$ cat src/rtl/boot_pkg.sv
`default_nettype none
// ============================================================================
// boot_pkg : shared constants and state encoding for the UART boot loader
// Rev 1.0
// ============================================================================
package boot_pkg;

  localparam logic [7:0] SYNC_BYTE  = 8'hA5;
  localparam int         LEN_W      = 16;
  localparam int         WORD_BYTES = 4;

  typedef logic [2:0] boot_state_t;

  localparam boot_state_t ST_IDLE  = 3'd0;
  localparam boot_state_t ST_LEN0  = 3'd1;
  localparam boot_state_t ST_LEN1  = 3'd2;
  localparam boot_state_t ST_DATA  = 3'd3;
  localparam boot_state_t ST_WRITE = 3'd4;
  localparam boot_state_t ST_CSUM  = 3'd5;
  localparam boot_state_t ST_DONE  = 3'd6;
  localparam boot_state_t ST_ERROR = 3'd7;

endpackage
`default_nettype wire

$ cat src/rtl/uart_rx.sv
`default_nettype none
// ============================================================================
// uart_rx : 8N1 receiver with double-flop input sync and mid-bit sampling
// Rev 1.0
// ============================================================================
module uart_rx #(
  parameter int CLK_HZ = 50_000_000,
  parameter int BAUD   = 115_200
) (
  input  logic       clk,
  input  logic       reset_async,
  input  logic       rxd,
  output logic [7:0] rx_data,
  output logic       rx_valid,
  output logic       rx_frame_err
);

  localparam int DIV   = (CLK_HZ + BAUD / 2) / BAUD;
  localparam int CNT_W = $clog2(DIV);
  localparam logic [CNT_W-1:0] FULL_LAST = CNT_W'(DIV - 1);
  localparam logic [CNT_W-1:0] HALF_LAST = CNT_W'(DIV / 2 - 1);

  localparam logic [1:0] RX_IDLE  = 2'd0;
  localparam logic [1:0] RX_START = 2'd1;
  localparam logic [1:0] RX_DATA  = 2'd2;
  localparam logic [1:0] RX_STOP  = 2'd3;

  logic [2:0]       sync;
  logic [1:0]       state;
  logic [CNT_W-1:0] cnt;
  logic [2:0]       bit_idx;
  logic             line;
  logic             fall;

  // sync[1] is the twice-registered line; sync[2] only serves edge detection
  assign line = sync[1];
  assign fall = sync[2] & ~sync[1];

  always_ff @(posedge clk or negedge reset_async) begin
    if (!reset_async) begin
      sync         <= 3'b111;
      state        <= RX_IDLE;
      cnt          <= '0;
      bit_idx      <= '0;
      rx_data      <= '0;
      rx_valid     <= 1'b0;
      rx_frame_err <= 1'b0;
    end else begin
      sync         <= {sync[1:0], rxd};
      rx_valid     <= 1'b0;
      rx_frame_err <= 1'b0;
      case (state)
        RX_IDLE: begin
          if (fall) begin
            state <= RX_START;
            cnt   <= '0;
          end
        end
        RX_START: begin
          if (cnt == HALF_LAST) begin
            cnt     <= '0;
            bit_idx <= '0;
            state   <= line ? RX_IDLE : RX_DATA;
          end else begin
            cnt <= cnt + CNT_W'(1);
          end
        end
        RX_DATA: begin
          if (cnt == FULL_LAST) begin
            cnt     <= '0;
            rx_data <= {line, rx_data[7:1]};
            bit_idx <= bit_idx + 3'd1;
            if (bit_idx == 3'd7) state <= RX_STOP;
          end else begin
            cnt <= cnt + CNT_W'(1);
          end
        end
        RX_STOP: begin
          if (cnt == FULL_LAST) begin
            rx_valid     <= line;
            rx_frame_err <= ~line;
            state        <= RX_IDLE;
          end else begin
            cnt <= cnt + CNT_W'(1);
          end
        end
        default: state <= RX_IDLE;
      endcase
    end
  end

endmodule
`default_nettype wire

$ cat src/rtl/uart_boot_loader.sv
`default_nettype none
// ============================================================================
// uart_boot_loader : serial image loader into program RAM, gates CPU reset
// Optional feature macro: BOOT_CHECKSUM_EN (trailing CSUM byte checked)
// Rev 1.0
// ============================================================================
module uart_boot_loader
  import boot_pkg::*;
#(
  parameter int CLK_HZ      = 50_000_000,
  parameter int BAUD        = 115_200,
  parameter int ADDR_W      = 15,
  parameter int BASE_ADDR   = 0,
  parameter int TIMEOUT_CYC = 2**24
) (
  input  logic              clk,
  input  logic              reset_async,
  input  logic              rs232_dce_rxd,
  output logic              mem_valid,
  input  logic              mem_ready,
  output logic [ADDR_W-1:0] mem_addr,
  output logic [31:0]       mem_wdata,
  output logic [3:0]        mem_wstrb,
  output logic              cpu_resetn,
  output logic              boot_done,
  output logic              boot_error
);

  localparam logic [ADDR_W-1:0] BASE      = ADDR_W'(BASE_ADDR);
  localparam logic [LEN_W:0]    MAX_WORDS = (LEN_W + 1)'(2**(ADDR_W - 2));
  localparam logic [31:0]       TO_LAST   = 32'(TIMEOUT_CYC - 1);
`ifdef BOOT_CHECKSUM_EN
  localparam boot_state_t ST_TAIL = ST_CSUM;
`else
  localparam boot_state_t ST_TAIL = ST_DONE;
`endif

  logic [7:0]       rx_data;
  logic             rx_valid;
  logic             rx_frame_err;
  boot_state_t      state;
  logic             skid_full;
  logic [7:0]       skid_data;
  logic [7:0]       len_lo;
  logic [LEN_W-1:0] words_left;
  logic [1:0]       byte_idx;
  logic [31:0]      idle_cnt;
  logic             take;
  logic             active;
  logic             overrun;
  logic             timed_out;
  logic             fault;
  logic             sync_seen;
  logic [LEN_W-1:0] len_word;

  uart_rx #(
    .CLK_HZ (CLK_HZ),
    .BAUD   (BAUD)
  ) u_rx (
    .clk          (clk),
    .reset_async  (reset_async),
    .rxd          (rs232_dce_rxd),
    .rx_data      (rx_data),
    .rx_valid     (rx_valid),
    .rx_frame_err (rx_frame_err)
  );

  // The skid is drained in every state except WRITE, so only a stalled write can overrun it
  assign take      = skid_full && (state != ST_WRITE);
  assign active    = (state == ST_LEN0) || (state == ST_LEN1) || (state == ST_DATA) ||
                     (state == ST_WRITE) || (state == ST_CSUM);
  assign overrun   = rx_valid && skid_full && !take;
  assign timed_out = active && (idle_cnt == TO_LAST);
  assign fault     = active && (overrun || rx_frame_err || timed_out);
  assign sync_seen = take && (skid_data == SYNC_BYTE);
  assign len_word  = {skid_data, len_lo};

  assign mem_valid  = (state == ST_WRITE);
  assign mem_wstrb  = mem_valid ? 4'hF : 4'h0;
  assign cpu_resetn = (state == ST_DONE);
  assign boot_done  = (state == ST_DONE);
  assign boot_error = (state == ST_ERROR);

  always_ff @(posedge clk or negedge reset_async) begin
    if (!reset_async) begin
      skid_full <= 1'b0;
      skid_data <= '0;
    end else if (rx_valid) begin
      skid_full <= 1'b1;
      skid_data <= rx_data;
    end else if (take) begin
      skid_full <= 1'b0;
    end
  end

  always_ff @(posedge clk or negedge reset_async) begin
    if (!reset_async) begin
      idle_cnt <= '0;
    end else if (!active || rx_valid || rx_frame_err) begin
      idle_cnt <= '0;
    end else if (!timed_out) begin
      idle_cnt <= idle_cnt + 32'd1;
    end
  end

`ifdef BOOT_CHECKSUM_EN
  logic [7:0] csum;

  always_ff @(posedge clk or negedge reset_async) begin
    if (!reset_async) begin
      csum <= '0;
    end else if ((state == ST_IDLE || state == ST_ERROR) && sync_seen) begin
      csum <= '0;
    end else if (take && (state == ST_LEN0 || state == ST_LEN1 || state == ST_DATA)) begin
      csum <= csum + skid_data;
    end
  end
`endif

  always_ff @(posedge clk or negedge reset_async) begin
    if (!reset_async) begin
      state      <= ST_IDLE;
      mem_addr   <= BASE;
      mem_wdata  <= '0;
      len_lo     <= '0;
      words_left <= '0;
      byte_idx   <= '0;
    end else begin
      case (state)
        ST_IDLE, ST_ERROR: begin
          if (sync_seen) begin
            state    <= ST_LEN0;
            mem_addr <= BASE;
          end
        end
        ST_LEN0: begin
          if (take) begin
            len_lo <= skid_data;
            state  <= ST_LEN1;
          end
        end
        ST_LEN1: begin
          if (take) begin
            if ({1'b0, len_word} > MAX_WORDS) begin
              state <= ST_ERROR;
            end else if (len_word == '0) begin
              state <= ST_TAIL;
            end else begin
              words_left <= len_word;
              byte_idx   <= '0;
              state      <= ST_DATA;
            end
          end
        end
        ST_DATA: begin
          if (take) begin
            mem_wdata[{byte_idx, 3'b000} +: 8] <= skid_data;
            byte_idx <= byte_idx + 2'd1;
            if (byte_idx == 2'd3) state <= ST_WRITE;
          end
        end
        ST_WRITE: begin
          if (mem_ready) begin
            mem_addr   <= mem_addr + ADDR_W'(WORD_BYTES);
            words_left <= words_left - LEN_W'(1);
            state      <= (words_left == LEN_W'(1)) ? ST_TAIL : ST_DATA;
          end
        end
`ifdef BOOT_CHECKSUM_EN
        ST_CSUM: begin
          if (take) state <= (skid_data == csum) ? ST_DONE : ST_ERROR;
        end
`endif
        default: ;
      endcase
      if (fault) state <= ST_ERROR;
    end
  end

endmodule
`default_nettype wire

$ cat config.mk
export PLATFORM = sky130hd
export DESIGN_NAME = uart_boot_loader
export DESIGN_NICKNAME = d
export VERILOG_FILES = /design/src/rtl/boot_pkg.sv /design/src/rtl/uart_rx.sv /design/src/rtl/uart_boot_loader.sv
export SDC_FILE = /design/constraint.sdc
export NUM_CORES = 1
export LEC_CHECK = 0
export ABC_CLOCK_PERIOD_IN_PS = 2700
export CAP_MARGIN = 20
export CORE_ASPECT_RATIO = 0.8
export CORE_UTILIZATION = 55
export DETAILED_ROUTE_END_ITERATION = 7
export PLACE_DENSITY = 0.85
export SETUP_SLACK_MARGIN = 0.5
export SLEW_MARGIN = 20
export SYNTH_ARGS = -nofsm -noshare
export SYNTH_HDL_FRONTEND = slang
export SYNTH_SLANG_ARGS = --single-unit
$ cat constraint.sdc
create_clock -name clk -period 2.7 [get_ports clk]
set_clock_uncertainty 0.05 [all_clocks]
set_input_delay 0.405 -clock clk [delete_from_list [all_inputs] [get_ports clk]]
set_output_delay 0.405 -clock clk [all_outputs]
set_load 0.005 [all_outputs]
==> results of run 1 <==
[path summary, 6_finish.rpt]
check / to / depth (start not counted)
worst max register to register: mem_addr[7]$_DFFE_PN0P_ / 7
worst min-delay path: u_rx.sync[1]$_DFF_PN1_ / 0
worst min register to register: u_rx.sync[1]$_DFF_PN1_ / 0
max in group asynchronous: u_rx.sync[1]$_DFF_PN1_ / 3
min in group asynchronous: mem_wdata[29]$_DFFE_PN0P_ / 2
worst max-delay path: mem_addr[7]$_DFFE_PN0P_ / 7
[kinds of logic (layout without fill, tap and decap cells)]
group / count (synthesis) / in the layout
compound gates: 169 / 169
xor+xnor: 32 / 32
fa+ha+maj: 19 / 19
buf+inv: 68 / 175
flops: 142 / 142
mux: 33 / 33
other cells: 1 / 2
simple gates: 304 / 304
[registers in the layout, indices dropped and copies added (netlist names), 8 cells and up]
register / count
idle_cnt: 32
mem_wdata: 32
words_left: 16
mem_addr: 13
u_rx.cnt: 9
len_lo: 8
skid_data: 8
u_rx.rx_data: 8
[per-layer routing]
metal / wire length, um / track usage (%) / share of wire (%) / vias to the layer above
li1: - / - / - / 2937
met1: 8420 / 38.6 / 44 / 3107
met2: 9110 / 46.3 / 48 / 276
met3: 1140 / 5.94 / 6.0 / 42
met4: 493 / 12.6 / 2.6 / 0
met5: 0 / 0 / 0 / -
[power by group through the flow]
stage,Clock [mW],Combinational [mW],Sequential (mW)
floorplan,0,0.322,2.24
global placement,0,0.439,2.25
detailed placement,0,0.466,2.26
CTS,2.51,0.501,2.22
global route,2.62,0.612,2.22
finish,2.50,0.544,2.22
[final cells by class]
cell class                      count  share of cell area [%]
Clock inverter                     11                    1.79
Sequential cell                   142                    38.3
Tap cell                          175                    2.35
Multi-Input combinational cell    559                    39.7
Clock buffer                       21                    4.95
Timing Repair Buffer              121                    12.0
Inverter                           22                   0.915
[through the flow]
stage | instances | power, mW
2_1_floorplan | 769 | 2.56
3_3_place_gp | 984 | 2.69
3_5_place_dp | 984 | 2.72
4_1_cts | 1041 | 5.23
5_1_grt | 1051 | 5.45
6_report | 1051 | 5.26
[synthesized netlist by cell type (11+ instances only)]
cell type,number,area (um^2)
nor4_1,11,68.8
nand3_1,19,95.1
or3_1,12,75.1
dfrtp_1,139,3480
mux2_2,25,282
inv_1,22,82.6
nand4_1,11,68.8
and3_1,13,81.3
nor2_1,65,244
xnor2_1,23,201
a21oi_1,27,135
ha_1,19,238
o21ai_0,50,250
a31oi_1,14,87.6
nor3_1,12,60.1
clkbuf_1,34,128
nand2_1,118,443
[worst max-delay path, cell delays in order, from the launching register on]
cell	delay (ns)
dfrtp_2	0.42
buf_6	0.13
or3_4	0.40
a2111oi_4	0.34
buf_4	0.20
o211ai_1	0.13
or4_1	0.43
o21ai_1	0.09
[what timing repair did]
item                                    in CTS  in global routing
cloned                                       2                  0
endpoints found under the hold margin       58                  0
endpoints found under the setup margin      39                 87
hold buffers                                 1                  0
buffers inserted                            22                 10
gates resized for setup                     41                 32
pin swaps                                   16                 16
==> impl_metrics.py, run 1 <==
metrics = {
    "status": {
        "status": "finished, final reports clean",
    },
    "min_path": {
        "hold_path.class": "register to register",
        "hold_start": "u_rx.sync[0]$_DFF_PN1_",
    },
    "place": {
        "io_buffers": 56,
        "place.gp.congestion": 0.855,
        "place_area_um2": 8150,
        "detailed_place_hpwl_mm": 11.9,
        "pre_cts_slack_ns": 0.289,
    },
    "layout": {
        "final_cell_mix": "135 x dfrtp_1, 114 x nand2_1, 63 x nor2_1, 53 x buf_4, 49 x o21ai_0",
        "nNetsFinal": 886,
        "layout_commonest_cell": "dfrtp_1",
        "finalInstanceArea_um2": 9300,
        "fillers": 855,
        "regArea_um2": 3560,
        "drive_above_1_share_pct": 19.3,
        "antenna_cells": 0,
        "fin_util_pct": 72.0,
        "area_delta_synth_final_pct": 27.1,
        "multi_input_area_um2": 3690,
    },
    "worst_setup_path": {
        "rrSetupSlack_ns": 0.45,
        "critPathLaunch": "state[1]$_DFFE_PN0P_",
        "rr_startpoint": "state[1]$_DFFE_PN0P_",
        "path_class": "register to register",
        "cp.required_ns": 3.00,
        "start_kind": "register",
        "crit_fanout": 4,
        "crit_arrival_ns": 2.55,
        "critPathCaptureType": "register",
    },
    "timing": {
        "hold_viol_final": 0,
        "fin_crit_sh_pct": 83.2,
        "fin_tns_setup_ns": 0,
        "hold_slack_ns": 0.306,
        "rsz0062_at_grt": "true",
        "maxSlewViolCount": 0,
        "setup_ws_ns": 0.455,
        "setup_viol_count_final": 0,
        "tightest_slew_ns": 0.540,
        "slew_headroom_pct": 63.1,
        "layout_min_cycle_time_ns": 2.25,
        "max_freq_mhz": 445,
    },
    "grt": {
        "grt_usage_pct": 29.2,
        "grt_max_degree": 63,
        "antenna_found_initial": 0,
        "grt_overflow": 0,
        "grt_pass1_wl_mm": 30.7,
        "grt_pass1_vias": 6221,
    },
    "cts": {
        "path_clk_slew_ns": 0.06,
        "clockBufferDepth": 2,
        "worstSkewPairLatency_ns": 0.42,
        "cts_tree": "built",
        "cts.sinks": 142,
        "cts.htree.levels": 4,
        "cts_root_buffer": "clkbuf_16",
        "cts_made_buffers": 17,
    },
    "logic_synthesis": {
        "synthSimpleGateAreaFrac_pct": 20.0,
        "yosysWarnings": 0,
        "synth-edff-count": 0,
        "synth_area_per_cell_um2": 9.53,
        "synth-xor-area-share_pct": 3.83,
        "synthMuxAreaShare_pct": 4.94,
        "synth_compound_area_share_pct": 15.4,
        "ys.flop_type": "dfrtp_1",
        "synth_area_um2": 7320,
        "async_reset_ff_share_pct": 100,
        "yosysSeqAreaShare_pct": 48.6,
        "synth_top_family_by_area": "simple AND/OR/NAND/NOR gates",
        "synth_adder_area_share_pct": 3.25,
        "synth_cells": 768,
        "yosysUniqueCellTypes": 67,
        "ys_ff_latch": 142,
    },
    "pwr": {
        "switching_share_pct": 24.5,
        "power.switching_mw": 1.29,
        "pwr-share-clk_pct": 47.5,
        "seqPwrFrac_pct": 42.2,
        "peakVddDrop_v": 0.000511,
        "combPwrFrac_pct": 10.3,
        "p_int_mw": 3.97,
        "leakagePower_nw": 3.99,
        "powerDensity_nw_per_um2": 566,
    },
    "detailed_routing": {
        "drtPass1Iterations": 5,
        "wl_mm": 19.2,
        "via_per_inst": 6.05,
        "drc_errors": 0,
        "ant_nets": 0,
        "num_vias": 6362,
        "wl_per_cell_um": 18.2,
        "drt-initial-drc-count": 427,
    },
    "floorplan": {
        "fp-row-count": 37,
        "initial_core_util_pct": 56.7,
        "fp.dieH_um": 105,
        "die_w_um": 131,
        "io_pins": 59,
        "core_um2": 12900,
        "die_area_um2": 13800,
    },
    "run": {
        "drv_cap": 0,
    },
}
(Power assumes the default switching activity.)
==> inputs of run 2 (changes only) <==
--- a/config.mk
+++ b/config.mk
@@ -5,7 +5,7 @@
 export SDC_FILE = /design/constraint.sdc
 export NUM_CORES = 1
 export LEC_CHECK = 0
-export ABC_CLOCK_PERIOD_IN_PS = 2700
+export ABC_CLOCK_PERIOD_IN_PS = 2140
 export CAP_MARGIN = 20
 export CORE_ASPECT_RATIO = 0.8
 export CORE_UTILIZATION = 55
==> constraint.sdc (replaced) <==
create_clock -name clk -period 2.14 [get_ports clk]
set_clock_uncertainty 0.05 [all_clocks]
set_input_delay 0.321 -clock clk [delete_from_list [all_inputs] [get_ports clk]]
set_output_delay 0.321 -clock clk [all_outputs]
set_load 0.005 [all_outputs]
==> impl_metrics.py, run 2 <==
metrics = {
    "place": {
        "place_inst": 1006,
        "place.gp.congestion": 0.875,
        "detailed_place_hpwl_mm": 12.6,
        "io_buffers": 56,
    },
    "logic_synthesis": {
        "synth_area_per_cell_um2": 9.53,
        "ys_top_cells_by_area": "dfrtp_1 48%, nand2_1 6.1%, mux2_2 3.8%",
        "synth_area_um2": 7320,
        "synth_common_cells": "139 x dfrtp_1, 118 x nand2_1, 65 x nor2_1, 50 x o21ai_0, 34 x clkbuf_1",
        "ys_ff_latch": 142,
        "yosysSeqAreaShare_pct": 48.6,
        "synth_cells": 768,
        "synth-edff-count": 0,
        "yosysTopAreaCell": "dfrtp_1",
        "ys.flop_type": "dfrtp_1",
        "synth_most_common_cell": "dfrtp_1",
        "synth_top_area_share_pct": 47.5,
        "yosysUniqueCellTypes": 67,
        "yosysWarnings": 0,
        "async_reset_ff_share_pct": 100,
    },
    "cts": {
        "cts.sinks": 142,
        "cts_root_buffer": "clkbuf_16",
        "cts.htree.levels": 4,
        "clockBufferDepth": 2,
        "cts_made_buffers": 17,
    },
    "floorplan": {
        "fp-row-count": 37,
        "die_w_um": 131,
        "io_pins": 59,
        "fp.dieH_um": 105,
        "initial_core_util_pct": 56.7,
    },
    "grt": {
        "grt_max_degree": 54,
        "antenna_found_initial": 7,
        "grt_usage_pct": 78.5,
        "grt_overflow": 34,
    },
    "status": {
        "status": "stopped before the end",
        "haltStage": "global routing (5_1_grt)",
        "tool.error": "[ERROR GRT-0232] Routing congestion too high. Check the congestion heatmap in the GUI.",
    },
    "timing": {
        "worst-ep-kind": "register input",
        "grt-worst-endpoint": "mem_addr[8]$_DFFE_PN0P_/D",
    },
}
## run 2: cell counts after synthesis
No cell type changed its count.
## run 2: per-stage QoR
step | hold slack [ns] | instance area (um^2) | setup WS, ns
after floorplan | -0.0246 | 7820 | -0.0104
after global placement | 0.247 | 8650 | 0.0134
after detailed placement | 0.252 | 8650 | -0.0662
after CTS | 0.250 | 10800 | -0.0303
## run 2: routing by layer
metal	overflow	global-route usage, %
met1	0	81.0
met2	13	87.3
met3	1	71.8
met4	20	71.0
met5	0	47.1
## run 2: kinds of logic after synthesis
family	share of synthesized area, %
buf+inv	3.88
fa+ha+maj	3.25
compound gates	15.4
mux	4.94
other cells	0.0512
xor+xnor	3.83
flops	48.6
simple gates	20.0
## run 2: timing repair
action,4_1_cts
endpoints found under the hold margin,48
buffers inserted,94
pin swaps,89
resized for setup,297
setup endpoints to repair,173
hold buffers,1
gates cloned,7
==> inputs of run 3 (changes only) <==
--- a/config.mk
+++ b/config.mk
@@ -7,11 +7,9 @@
 export LEC_CHECK = 0
 export ABC_CLOCK_PERIOD_IN_PS = 2140
 export CAP_MARGIN = 20
-export CORE_ASPECT_RATIO = 0.8
-export CORE_UTILIZATION = 55
+export CORE_UTILIZATION = 40
 export DETAILED_ROUTE_END_ITERATION = 7
-export PLACE_DENSITY = 0.85
-export SETUP_SLACK_MARGIN = 0.5
+export PLACE_DENSITY_LB_ADDON = 0.15
 export SLEW_MARGIN = 20
 export SYNTH_ARGS = -nofsm -noshare
 export SYNTH_HDL_FRONTEND = slang
==> impl_metrics.py, run 3 (same netlist as run 1, synthesis figures left out) <==
metrics = {
    "status": {
        "violations": "setup timing",
        "status": "finished with violations",
    },
    "worst_setup_path": {
        "rr_startpoint": "state[2]$_DFFE_PN0P_",
        "start_kind": "register",
        "cp.required_ns": 2.45,
        "reg2reg_to": "mem_addr[13]$_DFFE_PN0P_",
        "rr_worst_depth": 7,
        "crit_fanout": 5,
        "crit_arrival_ns": 2.50,
        "path_class": "register to register",
        "rrSetupSlack_ns": -0.05,
        "critPathCaptureType": "register",
    },
    "floorplan": {
        "initial_core_util_pct": 40.7,
        "fp-row-count": 49,
        "io_pins": 59,
        "die_area_um2": 18800,
        "die_w_um": 137,
        "core_um2": 18000,
        "fp.dieH_um": 137,
    },
    "run": {
        "drv_cap": 0,
    },
    "timing": {
        "setup_viol_count_final": 4,
        "tightest_slew_ns": 0.502,
        "fin_tns_setup_ns": -0.0977,
        "max_freq_mhz": 456,
        "hold_viol_final": 0,
        "layout_min_cycle_time_ns": 2.19,
        "maxSlewViolCount": 0,
        "fin_crit_sh_pct": 102,
        "setup_ws_ns": -0.0531,
        "slew_headroom_pct": 66.4,
        "rsz0062_at_grt": "true",
    },
    "pwr": {
        "seqPwrFrac_pct": 43.6,
        "combPwrFrac_pct": 10.5,
        "peakVddDrop_v": 0.000520,
        "p_int_mw": 4.76,
        "leakagePower_nw": 4.05,
        "power.switching_mw": 1.65,
        "powerDensity_nw_per_um2": 688,
        "switching_share_pct": 25.8,
        "pwr-share-clk_pct": 45.9,
    },
    "grt": {
        "grt_max_degree": 61,
        "grt_overflow": 0,
        "grt_pass1_vias": 5857,
        "antenna_found_initial": 0,
        "grt_usage_pct": 20.6,
        "grt_pass1_wl_mm": 29.8,
    },
    "min_path": {
        "whs_path_depth": 1,
        "hold_path.class": "primary input to register",
        "hold_start": "rs232_dce_rxd",
        "hold_end": "u_rx.sync[0]$_DFF_PN1_",
    },
    "layout": {
        "top_regs": "idle_cnt: 32 flops, mem_wdata: 32 flops, words_left: 16 flops",
        "layout_commonest_cell": "dfrtp_1",
        "fillers": 1604,
        "finalInstanceArea_um2": 9330,
        "drive_above_1_share_pct": 19.0,
        "antenna_cells": 0,
        "nNetsFinal": 898,
        "area_delta_synth_final_pct": 27.4,
        "final_cell_mix": "138 x dfrtp_1, 115 x nand2_1, 67 x buf_4, 64 x nor2_1, 50 x o21ai_0",
    },
    "detailed_routing": {
        "drt-initial-drc-count": 347,
        "wl_mm": 18.1,
        "num_vias": 6162,
        "ant_nets": 0,
        "drc_errors": 0,
        "via_per_inst": 5.52,
        "drtPass1Iterations": 5,
        "wl_per_cell_um": 16.2,
    },
    "place": {
        "place.gp.congestion": 0.824,
        "io_buffers": 56,
        "detailed_place_hpwl_mm": 12.5,
        "pre_cts_slack_ns": 0.000827,
        "place_area_um2": 8550,
    },
    "cts": {
        "worstSkewPairLatency_ns": 0.43,
        "clockBufferDepth": 2,
        "cts.htree.levels": 4,
        "cts_root_buffer": "clkbuf_16",
        "path_clk_slew_ns": 0.06,
        "cts_tree": "built",
        "cts_made_buffers": 17,
        "cts.sinks": 142,
    },
}
run 3: how the worst max path moves through the flow:
stage	end	slack, ns	cells past startpoint	startpoint
2_1_floorplan	mem_addr[10]$_DFFE_PN0P_	-0.01	6	state[2]$_DFFE_PN0P_
3_3_place_gp	words_left[7]$_DFFE_PN0P_	0.02	5	skid_data[1]$_DFFE_PN0P_
3_5_place_dp	state[1]$_DFFE_PN0P_	0.0008	5	idle_cnt[28]$_DFFE_PN0P_
4_1_cts	boot_error	-0.04	4	state[1]$_DFFE_PN0P_
5_1_grt	mem_addr[10]$_DFFE_PN0P_	-0.15	6	state[2]$_DFFE_PN0P_
6_report	mem_addr[13]$_DFFE_PN0P_	-0.05	7	state[2]$_DFFE_PN0P_
run 3: power groups by stage:
stage / Sequential [mW] / Clock (mW) / Combinational, mW
final: 2.80 / 2.95 / 0.675
after CTS: 2.79 / 3.02 / 0.661
after global routing: 2.80 / 3.15 / 0.760
after floorplan: 2.83 / 0 / 0.415
after global placement: 2.84 / 0 / 0.634
after detailed placement: 2.84 / 0 / 0.656
run 3: area by class of cell:
cell class	count	area [um^2]	area share, %
timing repair buffer	133	1200	12.8
tap	229	287	3.07
clock inverter	15	159	1.70
multi-input combinational	559	3620	38.8
sequential	142	3560	38.2
inverter	22	82.6	0.885
clock buffer	17	425	4.56
run 3: layer usage:
layer  track usage (%)  up-vias  part of all wire [%]  wire length, um
li1                  -     2960                     -                -
met1              27.5     3021                    46             8250
met2              32.7      164                    48             8660
met3              4.78       17                   5.1              928
met4              7.26        0                   1.3              231
met5                 0        -                     0                0
run 3: stage by stage:
stage	std cells	hold slack, ns	utilization (%)	power [mW]
floorplan	769	-0.0246	-	3.25
global placement	1077	0.181	47.6	3.47
detailed placement	1077	0.183	47.6	3.50
CTS	1113	0.244	51.3	6.48
global route	1117	0.245	51.9	6.71
finish	1117	0.263	51.9	6.42
run 3: timing repair:
| action | 4_1_cts | 5_1_grt |
|---|---|---|
| pin swaps | 3 | 6 |
| buffers inserted | 3 | 4 |
| endpoints found under the setup margin | 10 | 48 |
| cloned | 0 | 1 |
| resized for setup | 19 | 22 |
| hold buffers | 1 | 0 |
| endpoints found under the hold margin | 30 | 0 |
run 3: critical path, cell delays in order, from the launching register on:
cell       delay (ns)
dfrtp_1          0.39
buf_6            0.13
or3_4            0.40
a2111oi_4        0.34
buf_4            0.21
o21ai_1          0.07
or4_1            0.42
a21oi_1          0.13
==> inputs of run 4 (changes only) <==
--- a/config.mk
+++ b/config.mk
@@ -7,7 +7,7 @@
 export LEC_CHECK = 0
 export ABC_CLOCK_PERIOD_IN_PS = 2140
 export CAP_MARGIN = 20
-export CORE_UTILIZATION = 40
+export CORE_UTILIZATION = 45
 export DETAILED_ROUTE_END_ITERATION = 7
 export PLACE_DENSITY_LB_ADDON = 0.15
 export SLEW_MARGIN = 20
==> impl_metrics.py, run 4 (same netlist as run 1, synthesis figures left out) <==
metrics = {
    "layout": {
        "final_cell_mix": "137 x dfrtp_1, 117 x nand2_1, 81 x buf_4, 64 x nor2_1, 49 x o21ai_0",
        "area_delta_synth_final_pct": 30.4,
        "nNetsFinal": 912,
        "antenna_cells": 0,
        "fin_util_pct": 60.1,
        "top_regs": "idle_cnt: 32 flops, mem_wdata: 32 flops, words_left: 16 flops",
        "layout_commonest_cell": "dfrtp_1",
        "drive_above_1_share_pct": 20.4,
    },
    "floorplan": {
        "initial_core_util_pct": 46.1,
        "die_area_um2": 16800,
        "io_pins": 59,
        "core_um2": 15900,
        "fp-row-count": 46,
        "fp.dieH_um": 130,
        "die_w_um": 130,
    },
    "worst_setup_path": {
        "timing.critical_path.buf_inv": 1,
        "crit_chain": "buf_6, or3_4, a2111oi_4, o211ai_1, or3_1, a21oi_2",
        "reg2reg_to": "mem_addr[12]$_DFFE_PN0P_",
        "rrSetupSlack_ns": -0.04,
        "crit_arrival_ns": 2.48,
        "cp.required_ns": 2.44,
        "rr_worst_depth": 6,
        "critPathSlowestCell": "or3_1",
        "crit_fanout": 8,
        "crit_family": "simple AND/OR/NAND/NOR gates",
        "path_class": "register to register",
        "rr_startpoint": "state[2]$_DFFE_PN0P_",
        "critPathCaptureType": "register",
        "start_kind": "register",
        "critPathMaxStageDelay_ns": 0.44,
    },
    "detailed_routing": {
        "drc_errors": 0,
        "wl_per_cell_um": 16.3,
        "via_per_inst": 5.48,
        "num_vias": 6131,
        "drtPass1Iterations": 5,
        "ant_nets": 0,
        "wl_mm": 18.2,
        "drt-initial-drc-count": 455,
    },
    "cts": {
        "cts_tree": "built",
        "cts.htree.levels": 4,
        "cts_root_buffer": "clkbuf_16",
        "cts_made_buffers": 17,
        "clockBufferDepth": 2,
        "worstSkewPairLatency_ns": 0.42,
        "cts.sinks": 142,
        "path_clk_slew_ns": 0.06,
    },
    "timing": {
        "setup_viol_count_final": 5,
        "tightest_slew_ns": 0.560,
        "hold_slack_ns": 0.265,
        "fin_crit_sh_pct": 102,
        "rsz0062_at_grt": "true",
        "setup_ws_ns": -0.0419,
        "hold_viol_final": 0,
        "slew_headroom_pct": 62.5,
        "maxSlewViolCount": 0,
        "layout_min_cycle_time_ns": 2.18,
        "max_freq_mhz": 458,
    },
    "min_path": {
        "hold_end": "u_rx.sync[0]$_DFF_PN1_",
        "hold_path.class": "primary input to register",
        "hold_start": "rs232_dce_rxd",
        "whs_path_depth": 1,
    },
    "status": {
        "violations": "setup timing",
        "status": "finished with violations",
    },
    "grt": {
        "grt_usage_pct": 23.2,
        "antenna_found_initial": 0,
        "grt_pass1_vias": 6111,
        "grt_overflow": 0,
        "grt_max_degree": 56,
        "grt_pass1_wl_mm": 30.3,
    },
    "pwr": {
        "seqPwrFrac_pct": 40.9,
        "combPwrFrac_pct": 10.3,
        "pwr-share-clk_pct": 48.9,
        "peakVddDrop_v": 0.000566,
        "power.switching_mw": 1.67,
        "powerDensity_nw_per_um2": 717,
        "p_int_mw": 5.18,
        "leakagePower_nw": 4.16,
        "switching_share_pct": 24.4,
    },
    "place": {
        "place.gp.congestion": 0.813,
        "pre_cts_slack_ns": 0.0273,
        "io_buffers": 56,
        "detailed_place_hpwl_mm": 12.5,
    },
    "run": {
        "drv_cap": 0,
    },
}
==> run 4: metal layers <==
layer	vias up	GRT usage [%]	part of all wire, %
met4	0	7.11	1.3
met3	20	4.95	3.5
li1	2984	-	-
met1	3005	31.3	47
met2	122	37.5	48
met5	-	0	0
==> run 4: area by class of cell <==
class	count	area [um^2]
fillers	1315	6340
multi-input cells	559	3650
flip-flops and latches	142	3560
repair buffers	147	1320
clock buffers	18	439
well taps	216	270
clock inverters	14	230
inverters	22	82.6
==> run 4: metrics by stage <==
| step | instance area [um^2] | setup TNS (ns) | power (mW) | instances |
|---|---|---|---|---|
| after floorplan | 7370 | -0.0341 | 3.25 | 769 |
| after global placement | 8590 | 0 | 3.47 | 1070 |
| after detailed placement | 8590 | 0 | 3.50 | 1070 |
| after CTS | 9300 | -0.170 | 6.87 | 1105 |
| final | 9550 | -0.141 | 6.85 | 1118 |
| after global routing | 9550 | -0.910 | 7.12 | 1118 |
==> run 4: power groups by stage <==
stage / Sequential (mW) / Combinational, mW / Clock [mW]
2_1_floorplan: 2.83 / 0.415 / 0
3_3_place_gp: 2.84 / 0.632 / 0
3_5_place_dp: 2.84 / 0.660 / 0
4_1_cts: 2.79 / 0.669 / 3.41
5_1_grt: 2.81 / 0.792 / 3.52
6_report: 2.80 / 0.704 / 3.35
==> run 4: worst max-delay path by stage <==
stage | from | slack, ns | cells after the start | to
final | state[2]$_DFFE_PN0P_ | -0.04 | 6 | mem_addr[12]$_DFFE_PN0P_
after CTS | state[1]$_DFFE_PN0P_ | -0.04 | 5 | boot_done
after floorplan | state[2]$_DFFE_PN0P_ | -0.01 | 6 | mem_addr[10]$_DFFE_PN0P_
after global routing | state[2]$_DFFE_PN0P_ | -0.13 | 6 | mem_addr[8]$_DFFE_PN0P_
after detailed placement | state[2]$_DFFE_PN0P_ | 0.03 | 6 | mem_addr[13]$_DFFE_PN0P_
after global placement | state[2]$_DFFE_PN0P_ | 0.08 | 7 | mem_addr[11]$_DFFE_PN0P_
==> run 4: repair_timing <==
action / 4_1_cts / 5_1_grt
buffers inserted: 2 / 14
hold endpoints to repair: 49 / 0
resized for setup: 14 / 29
endpoints found under the setup margin: 7 / 51
hold buffers: 1 / 0
pin swaps: 1 / 11
